===== config.mk =====
export PLATFORM = sky130hd
export DESIGN_NAME = cushion_queue_flat
export DESIGN_NICKNAME = d
export VERILOG_FILES = /design/src/rtl/cushion_queue_if.sv /design/src/rtl/cushion_queue.sv /design/src/flat_wrapper.sv
export SDC_FILE = /design/constraint.sdc
export NUM_CORES = 1
export LEC_CHECK = 0
export BUFFER_PORTS_ARGS = -buffer_cell sky130_fd_sc_hd__buf_4
export CAP_MARGIN = 40
export CORE_UTILIZATION = 50
export CTS_CLUSTER_DIAMETER = 40
export CTS_CLUSTER_SIZE = 12
export DETAILED_ROUTE_END_ITERATION = 12
export GPL_TIMING_DRIVEN = 1
export PLACE_DENSITY = 0.79
export SLEW_MARGIN = 10
export SYNTH_ARGS = -nofsm -noshare
export SYNTH_HDL_FRONTEND = slang
export SYNTH_SLANG_ARGS = --single-unit

===== constraint.sdc =====
create_clock -name CLK -period 11.02 [get_ports CLK]
set_input_delay 2.204 -clock CLK [delete_from_list [all_inputs] [get_ports CLK]]
set_output_delay 2.204 -clock CLK [all_outputs]
set_load 0.01 [all_outputs]

===== src/rtl/cushion_queue_if.sv =====
// Exec->mread cushion queue bus: push handshake, head handshake and
// register-forwarding query, grouped for the queue and its neighbours.
interface cushion_queue_if #(
  parameter int DATA_WIDTH = 96,
  parameter int RD_WIDTH   = 5
);
  logic                  IN_VALID;
  logic                  IN_READY;
  logic [RD_WIDTH-1:0]   IN_RD;
  logic                  IN_RD_VALID;
  logic [31:0]           IN_RD_DATA;
  logic [DATA_WIDTH-1:0] IN_PAYLOAD;

  logic                  OUT_VALID;
  logic                  OUT_READY;
  logic [RD_WIDTH-1:0]   OUT_RD;
  logic                  OUT_RD_VALID;
  logic [31:0]           OUT_RD_DATA;
  logic [DATA_WIDTH-1:0] OUT_PAYLOAD;

  logic [RD_WIDTH-1:0]   FWD_ADDR;
  logic                  FWD_HIT;
  logic                  FWD_PENDING;
  logic [31:0]           FWD_DATA;

  modport master (
    output IN_VALID, IN_RD, IN_RD_VALID,
    output IN_RD_DATA, IN_PAYLOAD,
    input  IN_READY,
    input  OUT_VALID, OUT_RD, OUT_RD_VALID,
    input  OUT_RD_DATA, OUT_PAYLOAD,
    output OUT_READY,
    output FWD_ADDR,
    input  FWD_HIT, FWD_PENDING, FWD_DATA
  );

  modport slave (
    input  IN_VALID, IN_RD, IN_RD_VALID,
    input  IN_RD_DATA, IN_PAYLOAD,
    output IN_READY,
    output OUT_VALID, OUT_RD, OUT_RD_VALID,
    output OUT_RD_DATA, OUT_PAYLOAD,
    input  OUT_READY,
    input  FWD_ADDR,
    output FWD_HIT, FWD_PENDING, FWD_DATA
  );
endinterface


===== src/rtl/cushion_queue.sv =====
// DEPTH-entry in-order exec->mread FIFO with newest-first forwarding.
// Optional occupancy statistics: define CUSHION_QUEUE_STATS_EN.
module cushion_queue #(
  parameter int DATA_WIDTH = 96,
  parameter int DEPTH      = 4,
  parameter int RD_WIDTH   = 5,
  localparam int PW = $clog2(DEPTH),
  localparam int CW = PW + 1
) (
  input  logic          CLK,
  input  logic          RST,
  input  logic          FLUSH,
  input  logic          MEM_WAIT,
  cushion_queue_if.slave bus,
  output logic [CW-1:0] COUNT,
  output logic [31:0]   STAT_FULL_CYCLES,
  output logic [CW-1:0] STAT_MAX_COUNT
);

  logic [RD_WIDTH-1:0]   rd_q   [DEPTH];
  logic [31:0]           data_q [DEPTH];
  logic [DATA_WIDTH-1:0] pay_q  [DEPTH];
  logic [DEPTH-1:0]      rdv_q;
  logic [DEPTH-1:0]      vld_q;
  logic [PW-1:0]         wptr_q;
  logic [PW-1:0]         rptr_q;
  logic [CW-1:0]         cnt_q;
  logic [CW-1:0]         cnt_d;

  logic full;
  logic empty;
  logic push;
  logic pop;

  assign full  = cnt_q == CW'(DEPTH);
  assign empty = cnt_q == '0;
  assign COUNT = cnt_q;

  // No full-queue bypass: a full queue refuses even when popping.
  assign bus.IN_READY = !full && !MEM_WAIT;
  assign push = bus.IN_VALID && bus.IN_READY && !FLUSH;
  assign pop  = !empty && bus.OUT_READY && !MEM_WAIT && !FLUSH;

  always_comb begin
    cnt_d = cnt_q;
    if (FLUSH)
      cnt_d = '0;
    else if (push && !pop)
      cnt_d = cnt_q + CW'(1);
    else if (pop && !push)
      cnt_d = cnt_q - CW'(1);
  end

  always_ff @(posedge CLK or negedge RST) begin
    if (!RST) begin
      wptr_q <= '0;
      rptr_q <= '0;
      cnt_q  <= '0;
      vld_q  <= '0;
    end else begin
      cnt_q <= cnt_d;
      if (FLUSH) begin
        wptr_q <= '0;
        rptr_q <= '0;
        vld_q  <= '0;
      end else begin
        if (push) begin
          wptr_q         <= wptr_q + PW'(1);
          vld_q[wptr_q]  <= 1'b1;
        end
        if (pop) begin
          rptr_q         <= rptr_q + PW'(1);
          vld_q[rptr_q]  <= 1'b0;
        end
      end
    end
  end

  always_ff @(posedge CLK) begin
    if (push) begin
      rd_q[wptr_q]   <= bus.IN_RD;
      rdv_q[wptr_q]  <= bus.IN_RD_VALID;
      data_q[wptr_q] <= bus.IN_RD_DATA;
      pay_q[wptr_q]  <= bus.IN_PAYLOAD;
    end
  end

  assign bus.OUT_VALID    = !empty;
  assign bus.OUT_RD       = empty ? '0 : rd_q[rptr_q];
  assign bus.OUT_RD_VALID = empty ? 1'b0 : rdv_q[rptr_q];
  assign bus.OUT_RD_DATA  = empty ? '0 : data_q[rptr_q];
  assign bus.OUT_PAYLOAD  = empty ? '0 : pay_q[rptr_q];

  logic        fwd_hit;
  logic        fwd_pend;
  logic [31:0] fwd_data;

  // Walk oldest to newest so the newest match is the one left standing.
  always_comb begin
    logic [PW-1:0] idx;
    idx      = '0;
    fwd_hit  = 1'b0;
    fwd_pend = 1'b0;
    fwd_data = '0;
    for (int k = DEPTH - 1; k >= 0; k--) begin
      idx = wptr_q - PW'(k) - PW'(1);
      if (vld_q[idx] && bus.FWD_ADDR != '0 &&
          rd_q[idx] == bus.FWD_ADDR) begin
        fwd_hit  = rdv_q[idx];
        fwd_pend = !rdv_q[idx];
        fwd_data = rdv_q[idx] ? data_q[idx] : '0;
      end
    end
  end

  assign bus.FWD_HIT     = fwd_hit;
  assign bus.FWD_PENDING = fwd_pend;
  assign bus.FWD_DATA    = fwd_data;

`ifdef CUSHION_QUEUE_STATS_EN
  logic [31:0]   full_cyc_q;
  logic [CW-1:0] max_q;

  // FLUSH deliberately leaves these alone; only reset clears them.
  always_ff @(posedge CLK or negedge RST) begin
    if (!RST) begin
      full_cyc_q <= '0;
      max_q      <= '0;
    end else begin
      if (full && full_cyc_q != '1)
        full_cyc_q <= full_cyc_q + 32'd1;
      if (cnt_d > max_q)
        max_q <= cnt_d;
    end
  end

  assign STAT_FULL_CYCLES = full_cyc_q;
  assign STAT_MAX_COUNT   = max_q;
`else
  assign STAT_FULL_CYCLES = '0;
  assign STAT_MAX_COUNT   = '0;
`endif

endmodule


===== src/flat_wrapper.sv =====
// flat-port wrapper written by rule: the top's interface ports become plain ports
module cushion_queue_flat 
#(
  parameter int DATA_WIDTH = 96,
  parameter int DEPTH      = 4,
  parameter int RD_WIDTH   = 5,
  localparam int PW = $clog2(DEPTH),
  localparam int CW = PW + 1
)
  (CLK, RST, FLUSH, MEM_WAIT, COUNT, STAT_FULL_CYCLES, STAT_MAX_COUNT, bus_IN_VALID, bus_IN_RD, bus_IN_RD_VALID, bus_IN_RD_DATA, bus_IN_PAYLOAD, bus_IN_READY, bus_OUT_VALID, bus_OUT_RD, bus_OUT_RD_VALID, bus_OUT_RD_DATA, bus_OUT_PAYLOAD, bus_OUT_READY, bus_FWD_ADDR, bus_FWD_HIT, bus_FWD_PENDING, bus_FWD_DATA);
  cushion_queue_if #(.DATA_WIDTH(DATA_WIDTH), .RD_WIDTH(RD_WIDTH)) bus_i ();
  input  logic CLK;
  input  logic RST;
  input  logic FLUSH;
  input  logic MEM_WAIT;
  output logic [CW-1:0] COUNT;
  output logic [31:0] STAT_FULL_CYCLES;
  output logic [CW-1:0] STAT_MAX_COUNT;
  input wire logic [$bits(bus_i.IN_VALID)-1:0] bus_IN_VALID;
  input wire logic [$bits(bus_i.IN_RD)-1:0] bus_IN_RD;
  input wire logic [$bits(bus_i.IN_RD_VALID)-1:0] bus_IN_RD_VALID;
  input wire logic [$bits(bus_i.IN_RD_DATA)-1:0] bus_IN_RD_DATA;
  input wire logic [$bits(bus_i.IN_PAYLOAD)-1:0] bus_IN_PAYLOAD;
  output wire logic [$bits(bus_i.IN_READY)-1:0] bus_IN_READY;
  output wire logic [$bits(bus_i.OUT_VALID)-1:0] bus_OUT_VALID;
  output wire logic [$bits(bus_i.OUT_RD)-1:0] bus_OUT_RD;
  output wire logic [$bits(bus_i.OUT_RD_VALID)-1:0] bus_OUT_RD_VALID;
  output wire logic [$bits(bus_i.OUT_RD_DATA)-1:0] bus_OUT_RD_DATA;
  output wire logic [$bits(bus_i.OUT_PAYLOAD)-1:0] bus_OUT_PAYLOAD;
  input wire logic [$bits(bus_i.OUT_READY)-1:0] bus_OUT_READY;
  input wire logic [$bits(bus_i.FWD_ADDR)-1:0] bus_FWD_ADDR;
  output wire logic [$bits(bus_i.FWD_HIT)-1:0] bus_FWD_HIT;
  output wire logic [$bits(bus_i.FWD_PENDING)-1:0] bus_FWD_PENDING;
  output wire logic [$bits(bus_i.FWD_DATA)-1:0] bus_FWD_DATA;
  assign bus_i.IN_VALID = bus_IN_VALID;
  assign bus_i.IN_RD = bus_IN_RD;
  assign bus_i.IN_RD_VALID = bus_IN_RD_VALID;
  assign bus_i.IN_RD_DATA = bus_IN_RD_DATA;
  assign bus_i.IN_PAYLOAD = bus_IN_PAYLOAD;
  assign bus_IN_READY = bus_i.IN_READY;
  assign bus_OUT_VALID = bus_i.OUT_VALID;
  assign bus_OUT_RD = bus_i.OUT_RD;
  assign bus_OUT_RD_VALID = bus_i.OUT_RD_VALID;
  assign bus_OUT_RD_DATA = bus_i.OUT_RD_DATA;
  assign bus_OUT_PAYLOAD = bus_i.OUT_PAYLOAD;
  assign bus_i.OUT_READY = bus_OUT_READY;
  assign bus_i.FWD_ADDR = bus_FWD_ADDR;
  assign bus_FWD_HIT = bus_i.FWD_HIT;
  assign bus_FWD_PENDING = bus_i.FWD_PENDING;
  assign bus_FWD_DATA = bus_i.FWD_DATA;
  cushion_queue #(.DATA_WIDTH(DATA_WIDTH), .DEPTH(DEPTH), .RD_WIDTH(RD_WIDTH)) u_core (.CLK(CLK), .RST(RST), .FLUSH(FLUSH), .MEM_WAIT(MEM_WAIT), .bus(bus_i), .COUNT(COUNT), .STAT_FULL_CYCLES(STAT_FULL_CYCLES), .STAT_MAX_COUNT(STAT_MAX_COUNT));
endmodule

After elaboration in Yosys (flattened, before gate mapping)
Memory sizes are Yosys's and may differ from the RTL's.
Index checks and enable logic that the tools add are counted.
{"block": "totals", "out_inout_bits": 208, "inputBits": 145, "elab_cells": 123, "reg_bits": 15, "n_memories": 3, "mem_bits_rw": 532}
{"name": "u_core.pay_q", "depth": 4, "width": 96, "read_ports": 1, "rd_ports_with_merged_regs": 0, "write_ports": 1, "line_no": "cushion_queue.sv:22", "source": "logic [DATA_WIDTH-1:0] pay_q [DEPTH];"}
{"name": "u_core.data_q", "depth": 4, "width": 32, "read_ports": 5, "rd_ports_with_merged_regs": 0, "write_ports": 1, "line_no": "cushion_queue.sv:21", "source": "logic [31:0] data_q [DEPTH];"}
{"name": "u_core.rd_q", "depth": 4, "width": 5, "read_ports": 5, "rd_ports_with_merged_regs": 0, "write_ports": 1, "line_no": "cushion_queue.sv:20", "source": "logic [RD_WIDTH-1:0] rd_q [DEPTH];"}
{"block": "op_classes", "n_eq_ne": 5, "n_bitwise": 3, "n_reduce_logical": 33, "order_cmp": 8, "mux": 56, "addsub": 10}
{"op": "$mux W32", "n": 9}
{"op": "$mux W96", "n": 1}
{"op": "$mux W1", "n": 22}
{"op": "$eq A5 B5 Y1", "n": 4}
{"op": "$bmux W1 S2", "n": 9}
{"op": "$logic_and A1 B1 Y1", "n": 18}
{"op": "$lt A2 B3 Y1 const B", "n": 6}
{"op": "$mux W4", "n": 4}
{"op": "$logic_not A1 Y1", "n": 10}
{"op": "$mux W3", "n": 3}
{"op": "$mux W2", "n": 4}
{"op": "$sub A2 B1 Y2 const B", "n": 4}
{"op": "$mux W5", "n": 1}
{"op": "$reduce_bool A5 Y1", "n": 1}
{"op": "$add A2 B1 Y2 const B", "n": 2}
{"op": "$and A4 B4 Y4", "n": 1}
{"op": "$bwmux W4", "n": 1}
{"op": "$demux W1 S2", "n": 2}
{"op": "$ge A2 B1 Y1 const B", "n": 2}
{"op": "$not A4 Y4", "n": 1}
{"op": "$or A4 B4 Y4", "n": 1}
{"op": "$reduce_bool A2 Y1", "n": 2}
{"op": "$sub A2 B2 Y2 const B", "n": 2}
{"op": "$add A3 B1 Y3 const B", "n": 1}
{"op": "other kinds (4)", "n": 4}

Depth between registers and ports, before layout
Gate-level depths: netlist of run 1.
{"block": "logic_depth", "depth_word": 10, "depth_mapped": 19, "depth_no_buf": 10}

Worst setup path before layout of run 1
No wires, ideal clock.
{"block": "synth_path", "path_type": "input to register", "from": "input MEM_WAIT", "to": "memory u_core.data_q[0][0], enable pin", "setup_time_ps": 511, "arrival_time_ps": 5960, "required_time_ps": 10509, "n_path_buf": 0, "path_slack_ps": 4549, "cell_stages": 4, "path_cell_list": "a31oi_1 nand2_1 nor2_1 and2_1"}
{"block": "synth_via", "elab_chain_cells": 6}
{"item": "start: declaration", "line_no": "flat_wrapper.sv:15", "source": "input logic MEM_WAIT;"}
{"item": "$logic_not A1 Y1", "line_no": "cushion_queue.sv:40", "source": "assign bus.IN_READY = !full && !MEM_WAIT;"}
{"item": "$logic_and A1 B1 Y1", "line_no": "cushion_queue.sv:40"}
{"item": "$logic_and A1 B1 Y1 (2 in series)", "line_no": "cushion_queue.sv:41", "source": "assign push = bus.IN_VALID && bus.IN_READY && !FLUSH;"}
{"item": "$mux W1", "line_no": "cushion_queue.sv:80", "source": "if (push) begin"}
{"item": "$mux W1 (not written as such)", "line_no": "cushion_queue.sv:83", "source": "data_q[wptr_q] <= bus.IN_RD_DATA;"}
{"item": "end: declaration", "line_no": "cushion_queue.sv:21"}
No other way between the ends.

Final worst setup path of run 1
{"block": "layout_path", "from": "input bus_FWD_ADDR[0]", "to": "output bus_FWD_DATA[21]"}
{"block": "layout_via", "elab_chain_cells": 7, "word_cells_on_any_way": 17, "classes_between": "4 x eq/ne; 4 x mux; 9 x reduce/logical"}
{"item": "start: declaration", "line_no": "flat_wrapper.sv:31", "source": "input wire logic [$bits(bus_i.FWD_ADDR)-1:0] bus_FWD_ADDR;"}
{"item": "$reduce_bool A5 Y1", "line_no": "cushion_queue.sv:107", "source": "if (vld_q[idx] && bus.FWD_ADDR != '0 &&"}
{"item": "$logic_and A1 B1 Y1 (2 in series)", "line_no": "cushion_queue.sv:107"}
{"item": "$mux W32 (3 in series)", "line_no": "cushion_queue.sv:107"}
{"item": "$mux W32 *", "line_no": "cushion_queue.sv:107"}
{"item": "end: declaration", "line_no": "flat_wrapper.sv:34", "source": "output wire logic [$bits(bus_i.FWD_DATA)-1:0] bus_FWD_DATA;"}
Mark *: on every way between the ends. The rest lies on a longest branch, timed or not.

==> impl_metrics.env, run 1 <==
export IMPL_r2r_cells=7
export IMPL_worstPathCellList="buf_4 > xnor2_1 > o32a_1 > a211oi_2 > o21bai_2 > or3_1 > buf_4 > o22ai_1 > or3_1 > buf_4"
export IMPL_die_area_sq_um=52600
export IMPL_critPathLaunchType="input port"
export IMPL_synth_commonest_cells="edfxtp_1 (536), mux4_2 (176), and2_1 (140)"
export IMPL_async_flop_share_pct=2.01
export IMPL_dp_hpwl_um=36500
export IMPL_hold_viol_final=0
export IMPL_placed_cell_area_sq_um=28900
export IMPL_nNetsFinal=2023
export IMPL_r2r_end="u_core.pay_q[1][86]"
export IMPL_p_int_mw=4.52
export IMPL_fmax_mhz=141
export IMPL_crit_fanout=31
export IMPL_synth_warnings=0
export IMPL_port_buffers=317
export IMPL_cts_tree="yes"
export IMPL_insertion_delay_ns=0.61
export IMPL_report_final_slew_viol_count=0
export IMPL_ys_ff_latch=547
export IMPL_final_setup_tns_ns=0
export IMPL_final_area_sq_um=31400
export IMPL_pwr_share_clk_pct=38.5
export IMPL_cts_hold_buffers=0
export IMPL_cpPeakStageDelay_ns=0.45
export IMPL_worstMarginPinSlew_ns=0.933
export IMPL_synth_avg_cell_area_sq_um=16.6
export IMPL_ys_top_cells_by_area="edfxtp_1 (62%), mux4_2 (15%), mux2i_1 (4.6%)"
export IMPL_p_comb_share_pct=23.2
export IMPL_criticalPathCategory="input port to output port"
export IMPL_sw_frac_of_total_pct=26.8
export IMPL_vias_per_cell=5.95
export IMPL_yosysSeqAreaShare_pct=63.3
export IMPL_clkSlewWorstSetupHoldPaths_ns=0.04
export IMPL_grt_use_met3_pct=7.37
export IMPL_synth_ff_type="edfxtp_1"
export IMPL_vias=15400
export IMPL_cts_resized=0
export IMPL_gp_congestion=0.885
export IMPL_wl_um=61000
export IMPL_cp_num_buf_inv=3
export IMPL_worst_setup_path_end_kind="output port"
export IMPL_drive_gt1_share_pct=35.8
export IMPL_power_frac_seq_pct=38.3
export IMPL_p_sw_mw=1.66
export IMPL_cp_common_cell="buf_4"
export IMPL_slew_headroom_pct=37.8
export IMPL_die_width_um=229
export IMPL_hp_start="u_core.vld_q[3]"
export IMPL_post_drt_wl_per_cell_um=23.5
export IMPL_grt_most_used_layer="met2"
export IMPL_cp_required_ns=8.82
export IMPL_setup_viol=0
export IMPL_power_density_nw_per_um2=197
export IMPL_r2r_start="u_core.COUNT[1]"
export IMPL_p_leak_nw=10.8
export IMPL_met2_usage_pct=38.5
export IMPL_hold_end="u_core.vld_q[3]"
export IMPL_dr_pass1_iters=5
export IMPL_initial_utilization_pct=51.1
export IMPL_die_h_um=229
export IMPL_rsz0062_at_grt="no"
export IMPL_synthCells=1558
export IMPL_cp_slowest_cell="a211oi_2"
export IMPL_fin_ws_ns=3.94
export IMPL_htree_num_levels=3
export IMPL_min_path_type="register to register"
export IMPL_io_pins=353
export IMPL_path_delay_family="compound AO/OA/AOI/OAI gates"
export IMPL_grt_first_pass_wirelength_um=93100
export IMPL_finalCriticalPeriod_ns=7.08
export IMPL_post_place_ws_ns=4.00
export IMPL_synthToLayoutAreaGrowth_pct=21.3
export IMPL_post_cts_buffers=0
export IMPL_drc=0
export IMPL_ir_worst_vdd_uv=173
export IMPL_finalNonFillerCells=2598
export IMPL_gr_usage_all_layers_pct=23.2
export IMPL_fin_crit_sh_pct=64.2
export IMPL_synth_top_area_cell="edfxtp_1"
export IMPL_antenna_found_initial=3
export IMPL_dp_cells=2464
export IMPL_r2r_setup_slack_ns=7.12
export IMPL_core_sq_um=50600
export IMPL_synth_top_cell_area_share_pct=62.2
export IMPL_whs_path_depth=2
export IMPL_grt_ovfl_total=0
export IMPL_use_met1_pct=28.5
export IMPL_yosysMostFrequentCell="edfxtp_1"
export IMPL_max_clock_path_buffers=3
export IMPL_maxCapViolCount=0
export IMPL_rows=82
export IMPL_status="finished clean"
export IMPL_worstPathArrival_ns=4.87
export IMPL_clockRootBuffer="clkbuf_16"
export IMPL_grt_pass1_vias=16100
export IMPL_detail_route_antenna_nets=0
export IMPL_grt_max_degree=102
export IMPL_synth_cell_types=48
export IMPL_drt_iter0_markers=1126
export IMPL_cts_sinks=547
export IMPL_cts_made_buffers=75
export IMPL_skew_ns=0.0280
export IMPL_synth_edf_count=536
export IMPL_syn_cell_area_sq_um=25900
[logic make-up after synthesis]
group | share of synthesized area (%)
compound gates | 3.54
simple gates | 6.92
mux | 21.8
other cells | 0.0145
xor+xnor | 0.881
fa+ha+maj | 0.465
flops | 63.3
buf+inv | 3.11
[area by class of cell]
| class | count | area [sq um] |
|---|---|---|
| antenna | 3 | 7.51 |
| sequential | 547 | 16400 |
| inverter | 10 | 37.5 |
| multi-input combinational | 887 | 8840 |
| timing repair buffer | 348 | 2770 |
| clock inverter | 41 | 484 |
| fill | 3535 | 19200 |
| tap | 672 | 841 |
| clock buffer | 90 | 2000 |
[placed cells by master, fill, tap and decap left out, types with 3 or more instances in the layout]
cell type	count
edfxtp_1	536
buf_4	339
mux4_2	176
and2_1	136
mux2i_1	120
nor2_1	78
clkbuf_16	78
a21oi_1	65
o22ai_1	64
mux2_2	39
conb_1	35
or3_1	33
nor2b_1	32
nand2_1	20
xnor2_1	17
clkbuf_1	12
inv_1	9
xor2_1	9
nand3_1	8
clkinv_1	8
bufinv_16	8
ha_1	7
inv_6	7
dfrtp_1	7
nor3_1	6
clkinv_2	6
buf_16	6
o21ai_0	5
a211oi_1	5
clkinvlp_4	5
a31oi_1	4
and2_4	4
diode_2	3
clkinv_4	3
buf_12	3
dfrtp_4	3
[state kept, by name, summed over array words and instances (netlist names)]
register       cells
u_core.COUNT       3
u_core.data_q    128
u_core.pay_q     384
u_core.rd_q       20
u_core.rdv_q       4
u_core.rptr_q      2
u_core.vld_q       4
u_core.wptr_q      2
[metrics by stage]
stage | power (mW) | utilization (%) | hold slack (ns)
final | 6.18 | 62.0 | 0.596
after global routing | 6.41 | 62.0 | 0.625
after CTS | 6.24 | 62.0 | 0.599
after detailed placement | 3.85 | 57.1 | 0.592
after global placement | 3.80 | 56.7 | 0.573
after floorplan | 3.23 | - | 0.561
[worst max-delay path by stage]
| stage | slack (ns) | end | cells after the start | startpoint |
|---|---|---|---|---|
| 5_1_grt | 3.84 | bus_FWD_DATA[21] | 10 | bus_FWD_ADDR[0] |
| 6_report | 3.94 | bus_FWD_DATA[21] | 10 | bus_FWD_ADDR[0] |
| 4_1_cts | 3.98 | bus_FWD_DATA[21] | 10 | bus_FWD_ADDR[0] |
| 2_1_floorplan | 4.55 | u_core.data_q[0][0] | 4 | MEM_WAIT |
| 3_3_place_gp | 4.05 | bus_FWD_DATA[5] | 10 | bus_FWD_ADDR[0] |
| 3_5_place_dp | 4.00 | bus_FWD_DATA[21] | 10 | bus_FWD_ADDR[0] |
[worst min-delay path: stages (launching register included)]
cell      delay (ns)
dfrtp_1         0.39
nor2_1          0.11
a211oi_1        0.05
[per-layer routing]
metal  part of all wire (%)  up-vias
li1                       -     6747
met1                     38     7877
met2                     50      689
met3                    9.5      129
met4                    2.6        6
met5                  0.074        -
[power groups by stage]
stage                     clock, mW  combinational [mW]  sequential (mW)
after floorplan                   0               0.836             2.40
final                          2.38                1.43             2.37
after global routing           2.50                1.53             2.37
after CTS                      2.42                1.45             2.37
after global placement            0                1.38             2.42
after detailed placement          0                1.44             2.41
No activity file was read; power rests on OpenSTA's default activity.
==> inputs of run 2 (changes only) <==
ABC_AREA = 1   (was unset)
PLACE_DENSITY = 0.78   (was 0.79)
clock period = 6.6 ns   (was 11.02 ns; I/O delays follow)
==> impl_metrics.env, run 2 <==
export IMPL_status="finished clean"
export IMPL_cts_tree="yes"
export IMPL_die_area_sq_um=55900
export IMPL_finalNonFillerCells=3947
export IMPL_vias_per_cell=5.55
export IMPL_die_width_um=236
export IMPL_yosysSeqAreaShare_pct=59.6
export IMPL_synth_top_area_cell="edfxtp_1"
export IMPL_drc=0
export IMPL_syn_cell_area_sq_um=27500
export IMPL_power_frac_seq_pct=37.2
export IMPL_dr_pass1_iters=8
export IMPL_p_total_mw=10.7
export IMPL_synth_top_cell_area_share_pct=58.6
export IMPL_synth_warnings=0
export IMPL_p_sw_mw=3.60
export IMPL_power_density_nw_per_um2=331
export IMPL_post_cts_buffers=0
export IMPL_largest_reg_flops=384
export IMPL_gp_congestion=0.861
export IMPL_nNetsFinal=3359
export IMPL_drive_gt1_share_pct=15.2
export IMPL_clockRootBuffer="clkbuf_16"
export IMPL_synthCells=2986
export IMPL_fmax_mhz=173
export IMPL_ir_worst_vdd_uv=429
export IMPL_cts_made_buffers=70
export IMPL_top_regs="u_core.pay_q x384, u_core.data_q x128, u_core.rd_q x20"
export IMPL_p_comb_share_pct=29.8
export IMPL_drt_iter0_markers=2040
export IMPL_min_path_type="input port to asynchronous set/reset pin"
export IMPL_cts_hold_buffers=0
export IMPL_fin_crit_sh_pct=87.5
export IMPL_htree_num_levels=3
export IMPL_grt_ovfl_total=0
export IMPL_cts_resized=0
export IMPL_gr_usage_all_layers_pct=25.4
export IMPL_grt_max_degree=136
export IMPL_grt_first_pass_wirelength_um=111000
export IMPL_slew_headroom_pct=38.4
export IMPL_die_h_um=236
export IMPL_sw_frac_of_total_pct=33.6
export IMPL_dp_hpwl_um=41400
export IMPL_cts_sinks=547
export IMPL_r2r_start="u_core.wptr_q[0]"
export IMPL_synthToLayoutAreaGrowth_pct=17.8
export IMPL_p_leak_nw=13.1
export IMPL_rsz0062_at_grt="no"
export IMPL_insertion_delay_ns=0.60
export IMPL_initial_utilization_pct=50.9
export IMPL_r2r_end="u_core.pay_q[2][76]"
export IMPL_pwr_share_clk_pct=33.0
export IMPL_post_drt_wl_per_cell_um=18.3
export IMPL_grt_pass1_vias=20500
export IMPL_critPathLaunchType="register"
export IMPL_port_buffers=317
export IMPL_r2r_cells=6
export IMPL_r2r_setup_slack_ns=3.73
export IMPL_finalCriticalPeriod_ns=5.77
export IMPL_detail_route_antenna_nets=0
export IMPL_hold_viol_final=0
export IMPL_maxCapViolCount=0
export IMPL_async_flop_share_pct=2.01
export IMPL_io_pins=353
export IMPL_antenna_found_initial=9
export IMPL_max_clock_path_buffers=3
export IMPL_report_final_slew_viol_count=0
export IMPL_p_int_mw=7.11
export IMPL_final_common_cell="nand2_1"
export IMPL_regMostFlops="u_core.pay_q"
export IMPL_mostFrequentLayoutCells="nand2_1 (568), edfxtp_1 (536), o21ai_0 (484)"
export IMPL_synth_avg_cell_area_sq_um=9.21
export IMPL_synth_commonest_cells="nand2_1 (568), edfxtp_1 (536), o21ai_0 (484)"
export IMPL_synth_ff_type="edfxtp_1"
export IMPL_vias=21900
export IMPL_skew_ns=0.0189
export IMPL_dp_cells=3829
export IMPL_criticalPathCategory="register to output port"
export IMPL_synth_cell_types=39
export IMPL_synth_edf_count=536
export IMPL_setup_viol=0
export IMPL_cp_required_ns=5.28
export IMPL_worstMarginPinSlew_ns=0.924
export IMPL_rows=85
export IMPL_yosysMostFrequentCell="nand2_1"
export IMPL_wl_um=72100
export IMPL_ys_ff_latch=547
export IMPL_clkSlewWorstSetupHoldPaths_ns=0.06
export IMPL_worst_setup_path_end_kind="output port"
export IMPL_ys_top_cells_by_area="edfxtp_1 (59%), o21ai_0 (8.8%), nand2_1 (7.8%)"
export IMPL_n_fill_cell=4370
export IMPL_core_sq_um=54000
export IMPL_crit_fanout=37
export IMPL_worstPathArrival_ns=4.45
[run 2: layout make-up]
class / instances / area (sq um) / area share [%]
well taps: 696 / 871 / 2.69
clock inverters: 38 / 348 / 1.07
diodes: 2 / 5.00 / 0.0155
flip-flops and latches: 547 / 16400 / 50.6
inverters: 193 / 734 / 2.27
multi-input cells: 2036 / 9370 / 28.9
repair buffers: 357 / 2840 / 8.77
clock buffers: 78 / 1820 / 5.63
[run 2: power by group through the flow]
| stage | registers, mW | logic (mW) | clock network, mW |
|---|---|---|---|
| finish | 3.98 | 3.19 | 3.54 |
| global placement | 4.05 | 3.11 | 0 |
| floorplan | 4.03 | 1.80 | 0 |
| CTS | 3.98 | 3.17 | 3.59 |
| global route | 3.99 | 3.45 | 3.72 |
| detailed placement | 4.05 | 3.14 | 0 |
[run 2: cell families after synthesis]
| group | after synthesis | synth area share (%) |
|---|---|---|
| and+or+nand+nor | 1218 | 18.0 |
| xor gates and xnor gates | 7 | 0.291 |
| other | 1 | 0.0136 |
| DFF | 547 | 59.6 |
| adders and majority gates | 9 | 0.437 |
| AOI/OAI and AO/OA | 735 | 13.5 |
| muxes | 32 | 1.17 |
| buffers and inverters | 437 | 6.99 |
[run 2: through the flow]
stage	worst slack (ns)	utilization [%]	TNS (ns)	instance area, sq um	hold slack, ns
after floorplan	-1.62	-	-873.52	27600	0.549
after global placement	1.26	55.7	0	30100	0.584
after detailed placement	1.49	55.9	0	30200	0.590
after CTS	0.885	59.9	0	32400	0.522
after global routing	0.532	59.9	0	32400	0.535
final	0.825	59.9	0	32400	0.548
[run 2: how the worst max path moves through the flow]
stage	end	from	slack, ns
2_1_floorplan	u_core.data_q[0][0]	MEM_WAIT	-1.62
3_3_place_gp	bus_FWD_DATA[2]	bus_FWD_ADDR[2]	1.26
3_5_place_dp	bus_FWD_DATA[11]	bus_FWD_ADDR[2]	1.49
4_1_cts	bus_FWD_DATA[3]	u_core.wptr_q[0]	0.88
5_1_grt	bus_FWD_DATA[1]	u_core.wptr_q[0]	0.53
6_report	bus_FWD_DATA[0]	u_core.wptr_q[0]	0.83
[run 2: metal layers]
| metal | vias up | track usage [%] | share of wire [%] |
|---|---|---|---|
| li1 | 10600 | - | - |
| met1 | 10100 | 30.7 | 38 |
| met2 | 1087 | 41.9 | 48 |
| met3 | 171 | 8.14 | 11 |
| met4 | 14 | 10.9 | 2.8 |
| met5 | - | 0 | 0.11 |
[run 2: critical path, cell delays in order, from the launching register on]
cell and delay [ns]:
dfrtp_4 0.68, inv_4 0.07, ha_4 0.41, xor2_4 0.34, inv_2 0.11, nor2_1 0.10
nor2_1 0.06, nand2_1 0.07, o21ai_1 0.11, nor2_4 0.10, buf_4 0.43, nand3_2 0.54
buf_16 0.35, nand2_1 0.07, nand2_1 0.05, nand2_1 0.05, nand2_1 0.13, buf_4 0.17
